File: src/rtl/pll_seq_pkg.sv
// Shared state encoding and helpers for the PLL power-up / lock-supervision sequencer.
package pll_seq_pkg;

    localparam int unsigned StateW = 3;

    typedef enum logic [StateW-1:0] {
        StPllReset = 3'd0,
        StWaitLock = 3'd1,
        StHold     = 3'd2,
        StRun      = 3'd3,
        StFault    = 3'd4
    } pll_state_e;

    // States in which the PLL is held in reset (RESETB driven low).
    function automatic logic holds_pll_reset(input pll_state_e st);
        return (st == StPllReset) || (st == StFault);
    endfunction

endpackage

File: src/rtl/sync_ff2.sv
// Two-flop synchronizer for a single asynchronous input; both flops reset to 0.
module sync_ff2 (
    input  logic clk_i,
    input  logic rst_ni,
    input  logic d_i,
    output logic q_o
);

    logic meta_q;
    logic sync_q;

    always_ff @(posedge clk_i or negedge rst_ni) begin
        if (!rst_ni) begin
            meta_q <= 1'b0;
            sync_q <= 1'b0;
        end else begin
            meta_q <= d_i;
            sync_q <= meta_q;
        end
    end

    assign q_o = sync_q;

endmodule

File: src/rtl/pll_reset_sequencer.sv
// Drives PLL RESETB, qualifies LOCK, and releases the system reset after stable lock plus
// a hold-off; retries failed lock attempts and latches a permanent fault.
module pll_reset_sequencer
    import pll_seq_pkg::*;
#(
    parameter int unsigned PLL_RST_CYCLES     = 16,
    parameter int unsigned LOCK_STABLE_CYCLES = 1024,
    parameter int unsigned LOCK_TIMEOUT       = 65535,
    parameter int unsigned RST_HOLD_CYCLES    = 256,
    parameter int unsigned MAX_RETRIES        = 3,
    parameter int unsigned CNT_W              = 16
) (
    input  logic              clk_i,
    input  logic              reset_n_i,
    input  logic              pll_locked_i,
    input  logic              btn_reset_n_i,
    output logic              pll_resetb_o,
    output logic              sys_reset_n_o,
    output logic              ready_o,
    output logic              lock_lost_o,
    output logic              fault_o,
    output logic [1:0]        retry_count_o,
    output logic [StateW-1:0] state_o
);

    localparam logic [CNT_W-1:0] PllRstCnt     = CNT_W'(PLL_RST_CYCLES);
    localparam logic [CNT_W-1:0] LockStableCnt = CNT_W'(LOCK_STABLE_CYCLES);
    localparam logic [CNT_W-1:0] LockTimeoutCnt = CNT_W'(LOCK_TIMEOUT);
    localparam logic [CNT_W-1:0] RstHoldCnt    = CNT_W'(RST_HOLD_CYCLES);
    localparam logic [1:0]       MaxRetries    = 2'(MAX_RETRIES);

    logic lock_s;
    logic btn_s;

    sync_ff2 u_sync_lock (
        .clk_i  (clk_i),
        .rst_ni (reset_n_i),
        .d_i    (pll_locked_i),
        .q_o    (lock_s)
    );

    sync_ff2 u_sync_btn (
        .clk_i  (clk_i),
        .rst_ni (reset_n_i),
        .d_i    (btn_reset_n_i),
        .q_o    (btn_s)
    );

    pll_state_e       state_q, state_d;
    logic [CNT_W-1:0] cnt_q, cnt_d;          // PLL-reset length in PLL_RESET, hold-off in HOLD
    logic [CNT_W-1:0] stable_q, stable_d;
    logic [CNT_W-1:0] timeout_q, timeout_d;
    logic [CNT_W-1:0] cnt_inc, stable_inc, timeout_inc;
    logic [1:0]       retry_q, retry_d;
    logic             lock_lost_q, lock_lost_d;
    logic             pll_resetb_q, sys_reset_n_q, ready_q, fault_q;

    always_comb begin
        cnt_inc     = (cnt_q == '1) ? cnt_q : cnt_q + 1'b1;
        stable_inc  = (stable_q == '1) ? stable_q : stable_q + 1'b1;
        timeout_inc = (timeout_q == '1) ? timeout_q : timeout_q + 1'b1;

        state_d     = state_q;
        cnt_d       = cnt_q;
        stable_d    = stable_q;
        timeout_d   = timeout_q;
        retry_d     = retry_q;
        lock_lost_d = lock_lost_q;

        unique case (state_q)
            StPllReset: begin
                cnt_d = cnt_inc;
                if (cnt_inc == PllRstCnt) begin
                    state_d   = StWaitLock;
                    stable_d  = '0;
                    timeout_d = '0;
                end
            end
            StWaitLock: begin
                stable_d  = lock_s ? stable_inc : '0;
                timeout_d = timeout_inc;
                // Stable completion outranks a coincident timeout.
                if (stable_d == LockStableCnt) begin
                    state_d = StHold;
                end else if (timeout_d == LockTimeoutCnt) begin
                    if (retry_q == MaxRetries) begin
                        state_d = StFault;
                    end else begin
                        retry_d = retry_q + 2'd1;
                        state_d = StPllReset;
                    end
                end
            end
            StHold: begin
                cnt_d = btn_s ? cnt_inc : '0;
                if (!lock_s) begin
                    lock_lost_d = 1'b1;
                    state_d     = StPllReset;
                end else if (cnt_d == RstHoldCnt) begin
                    retry_d = '0;
                    state_d = StRun;
                end
            end
            StRun: begin
                if (!lock_s) begin
                    lock_lost_d = 1'b1;
                    state_d     = StPllReset;
                end else if (!btn_s) begin
                    state_d = StHold;
                end
            end
            StFault: begin
                state_d = StFault;
            end
            default: begin
                state_d = StPllReset;
            end
        endcase

        // The shared counter restarts from zero in every newly entered state.
        if (state_d != state_q) begin
            cnt_d = '0;
        end
    end

    always_ff @(posedge clk_i or negedge reset_n_i) begin
        if (!reset_n_i) begin
            state_q       <= StPllReset;
            cnt_q         <= '0;
            stable_q      <= '0;
            timeout_q     <= '0;
            retry_q       <= '0;
            lock_lost_q   <= 1'b0;
            pll_resetb_q  <= 1'b0;
            sys_reset_n_q <= 1'b0;
            ready_q       <= 1'b0;
            fault_q       <= 1'b0;
        end else begin
            state_q       <= state_d;
            cnt_q         <= cnt_d;
            stable_q      <= stable_d;
            timeout_q     <= timeout_d;
            retry_q       <= retry_d;
            lock_lost_q   <= lock_lost_d;
            pll_resetb_q  <= !holds_pll_reset(state_d);
            sys_reset_n_q <= (state_d == StRun);
            ready_q       <= (state_d == StRun);
            fault_q       <= (state_d == StFault);
        end
    end

    assign pll_resetb_o  = pll_resetb_q;
    assign sys_reset_n_o = sys_reset_n_q;
    assign ready_o       = ready_q;
    assign lock_lost_o   = lock_lost_q;
    assign fault_o       = fault_q;
    assign retry_count_o = retry_q;
    assign state_o       = state_q;

endmodule
File: config.mk
export PLATFORM = sky130hd
export DESIGN_NAME = pll_reset_sequencer
export DESIGN_NICKNAME = d
export VERILOG_FILES = /design/src/rtl/pll_seq_pkg.sv /design/src/rtl/sync_ff2.sv /design/src/rtl/pll_reset_sequencer.sv
export SDC_FILE = /design/constraint.sdc
export NUM_CORES = 1
export LEC_CHECK = 0
export BUFFER_PORTS_ARGS = -buffer_cell sky130_fd_sc_hd__buf_2
export CAP_MARGIN = 5
export CORE_MARGIN = 2
export CORE_UTILIZATION = 55
export CTS_CLUSTER_SIZE = 12
export DETAILED_ROUTE_END_ITERATION = 12
export PLACE_DENSITY = 0.69
export SYNTH_ARGS = -nofsm -noshare
export SYNTH_HDL_FRONTEND = slang
export SYNTH_SLANG_ARGS = --single-unit
File: constraint.sdc
create_clock -name clk_i -period 5.35 [get_ports clk_i]
set_input_delay 0.535 -clock clk_i [delete_from_list [all_inputs] [get_ports clk_i]]
set_output_delay 0.535 -clock clk_i [all_outputs]
set_load 0.02 [all_outputs]
==> impl_metrics.tcl <==
set metrics [dict create \
    status "finished, final reports clean" \
    drv_slew 0 \
    cts-root-buf "clkbuf_8" \
    diodes 0 \
    routed_wl_um 11900 \
    avgSynthCellArea_sq_um 8.09 \
    cts_buffers 9 \
    yosysSeqAreaShare 0.336 \
    grt_max_degree 62 \
    power.density_mw_per_mm2 219 \
    critPathRequiredTime_ps 5570 \
    grt_pass1_wl_um 19700 \
    skew_ps 11.7 \
    clk_pin_slew_worst_paths_ps 80 \
    cts_buffer_depth 2 \
    fp-row-count 33 \
    synth_flop_cell "dfrtp_1" \
    drcViolationCount 0 \
    total_power_mw 1.06 \
    cp_max_fo 16 \
    cts_hold_buffers 0 \
    clock_latency_ps 340 \
    rsz0062_at_grt "no" \
    fin_crit_sh 0.755 \
    netlist.area_leader.share 0.336 \
    avgRoutedWirePerCell_um 18.2 \
    yosys_warnings 0 \
    finalSetupTns_ps 0 \
    nets 549 \
    place.gp.congestion 0.895 \
    cts_max_level 3 \
    first_pass_iters 5 \
    cts_setup_buffers 0 \
    cts_resized 0 \
    cts_sinks 61 \
    dieArea_sq_mm 0.00902 \
    cp.arrival_ps 4260 \
    coreArea_sq_mm 0.00813 \
    post-synth-top-count-cell "dfrtp_1" \
    ys_seq_elements 61 \
    syn_area_sq_mm 0.00455 \
    max_freq_mhz 248 \
    slew_headroom 0.190 \
    fp.dieW_um 95.0 \
    io_pins 14 \
    leakagePower_nw 1.85 \
    grt.overflow.total 0 \
    synth_area_leaders "dfrtp_1 (34%), o21ai_0 (5.8%), nand2_1 (4.5%)" \
    worstSetupPathType "flip-flop to flip-flop" \
    layout-area-overhead-vs-synth_pct 5.86 \
    layout-drive-gt1-share 0.117 \
    worst_slew_pin_slew_ps 1210 \
    maxCapViolations 0 \
    ys_async_sr_fraction 1.00 \
    fin_util 0.592 \
    ant_nets 0 \
    synth_edf_count 0 \
    vdd_drop_max_v 0.000188 \
    grt_pass1_vias 4011 \
    syn_inst 562 \
    vias 4333 \
    yosys.area.top_type "dfrtp_1" \
    drtIter0Drc 305 \
    hpwl_um 8140 \
    end_kind "flip-flop" \
    synth.distinct_cells 70 \
    fill_cells 726 \
    setup_viol_count_final 0 \
    die_h_um 95.0 \
    hold_class "input pin to flip-flop" \
    viasPerCell 6.66 \
    portBuffers 13 \
    synth_fp_nets 570 \
    final-hold-violation-count 0 \
    critPathLaunchType "flip-flop" \
    cts_tree "done" \
    fin_crit_ps 4040 \
    antenna_found_initial 0 \
    whs_ps 292 \
    start_util 0.559 \
    synthTopCellsByCount "dfrtp_1 (61), nand2_1 (54), o21ai_0 (53)" \
    track_usage 0.277 \
]
## report_power, final
| group | internal [mW] | switching (mW) |
|---|---|---|
| logic | 0.00646 | 0.0176 |
| registers | 0.464 | 0.00481 |
| clock network | 0.360 | 0.203 |
## cell type report
| class | count | area (sq um) | share of cell area |
|---|---|---|---|
| multi-input combinational | 443 | 2760 | 0.573 |
| timing repair buffer | 17 | 95.1 | 0.0197 |
| clock inverter | 7 | 146 | 0.0304 |
| tap | 105 | 131 | 0.0273 |
| inverter | 9 | 33.8 | 0.00701 |
| clock buffer | 9 | 124 | 0.0257 |
| sequential | 61 | 1530 | 0.317 |
## worst max-delay path, stage by stage (launching register included)
cell and delay (ps):
dfrtp_1 490, ha_1 310, nand3_1 290, nor4_4 460, a211o_1 260, mux2i_1 450, nor4_1 190, a211oi_2 890
or3b_2 500, o41ai_1 80
## state kept, by name, indices dropped and copies added, names as in the netlist
name                flops
lock_lost_o             1
u_sync_lock.q_o         1
retry_count_o           2
u_sync_lock.meta_q      1
u_sync_btn.q_o          1
timeout_q              16
cnt_q                  16
u_sync_btn.meta_q       1
stable_q               16
pll_resetb_o            1
fault_o                 1
state_o                 3
ready_o                 1
## cell families (layout without fill, tap and decap cells)
| family | Yosys count | after routing | share of synthesized area |
|---|---|---|---|
| flip-flops | 61 | 61 | 0.336 |
| XOR/XNOR | 9 | 9 | 0.0173 |
| adder cells (fa/ha/maj) | 4 | 4 | 0.0110 |
| multiplexers | 9 | 9 | 0.0209 |
| AND/OR/NAND/NOR | 240 | 240 | 0.288 |
| AO/OA/AOI/OAI | 181 | 181 | 0.269 |
| buffers and inverters | 58 | 42 | 0.0580 |
## layout by cell type (no fill, tap or decap), drive strengths merged, types with 9 or more instances in the layout
| cell | instances |
|---|---|
| o41ai | 12 |
| and3 | 13 |
| clkbuf | 9 |
| a21oi | 36 |
| a31oi | 16 |
| dfrtp | 61 |
| nor4 | 10 |
| nor3 | 15 |
| buf | 17 |
| inv | 10 |
| nand4 | 25 |
| nor2 | 44 |
| nand2b | 10 |
| o21ai | 56 |
| o31ai | 10 |
| nand3 | 34 |
| nand2 | 55 |
## layer usage
layer  global-route usage  vias to the layer above  part of all wire
met1                0.373                     2066              0.45
li1                     -                     2079                 -
met3               0.0479                       20             0.057
met2                0.453                      168              0.48
met5                    0                        -                 0
met4               0.0918                        0             0.013
## worst paths after layout
check	cells after the start	slack, ps	end	start
max reg2reg	9	1310	cnt_q[5]$_DFFE_PN0P_	cnt_q[1]$_DFFE_PN0P_
min in group asynchronous	2	370	stable_q[10]$_DFFE_PN0P_	reset_n_i
min reg2reg	0	370	u_sync_lock.q_o$_DFF_PN0_	u_sync_lock.meta_q$_DFF_PN0_
max in group asynchronous	2	4460	u_sync_lock.meta_q$_DFF_PN0_	reset_n_i
min	1	290	u_sync_btn.meta_q$_DFF_PN0_	btn_reset_n_i
max	9	1310	cnt_q[5]$_DFFE_PN0P_	cnt_q[1]$_DFFE_PN0P_
## per-stage QoR
step	setup slack [ps]	cell area (sq um)	cells
after floorplan	2410	4550	562
after global placement	1480	4550	635
after detailed placement	1360	4550	635
after CTS	1330	4820	651
after global routing	1000	4820	651
final	1310	4820	651
Power figures use the tool's default switching activity.
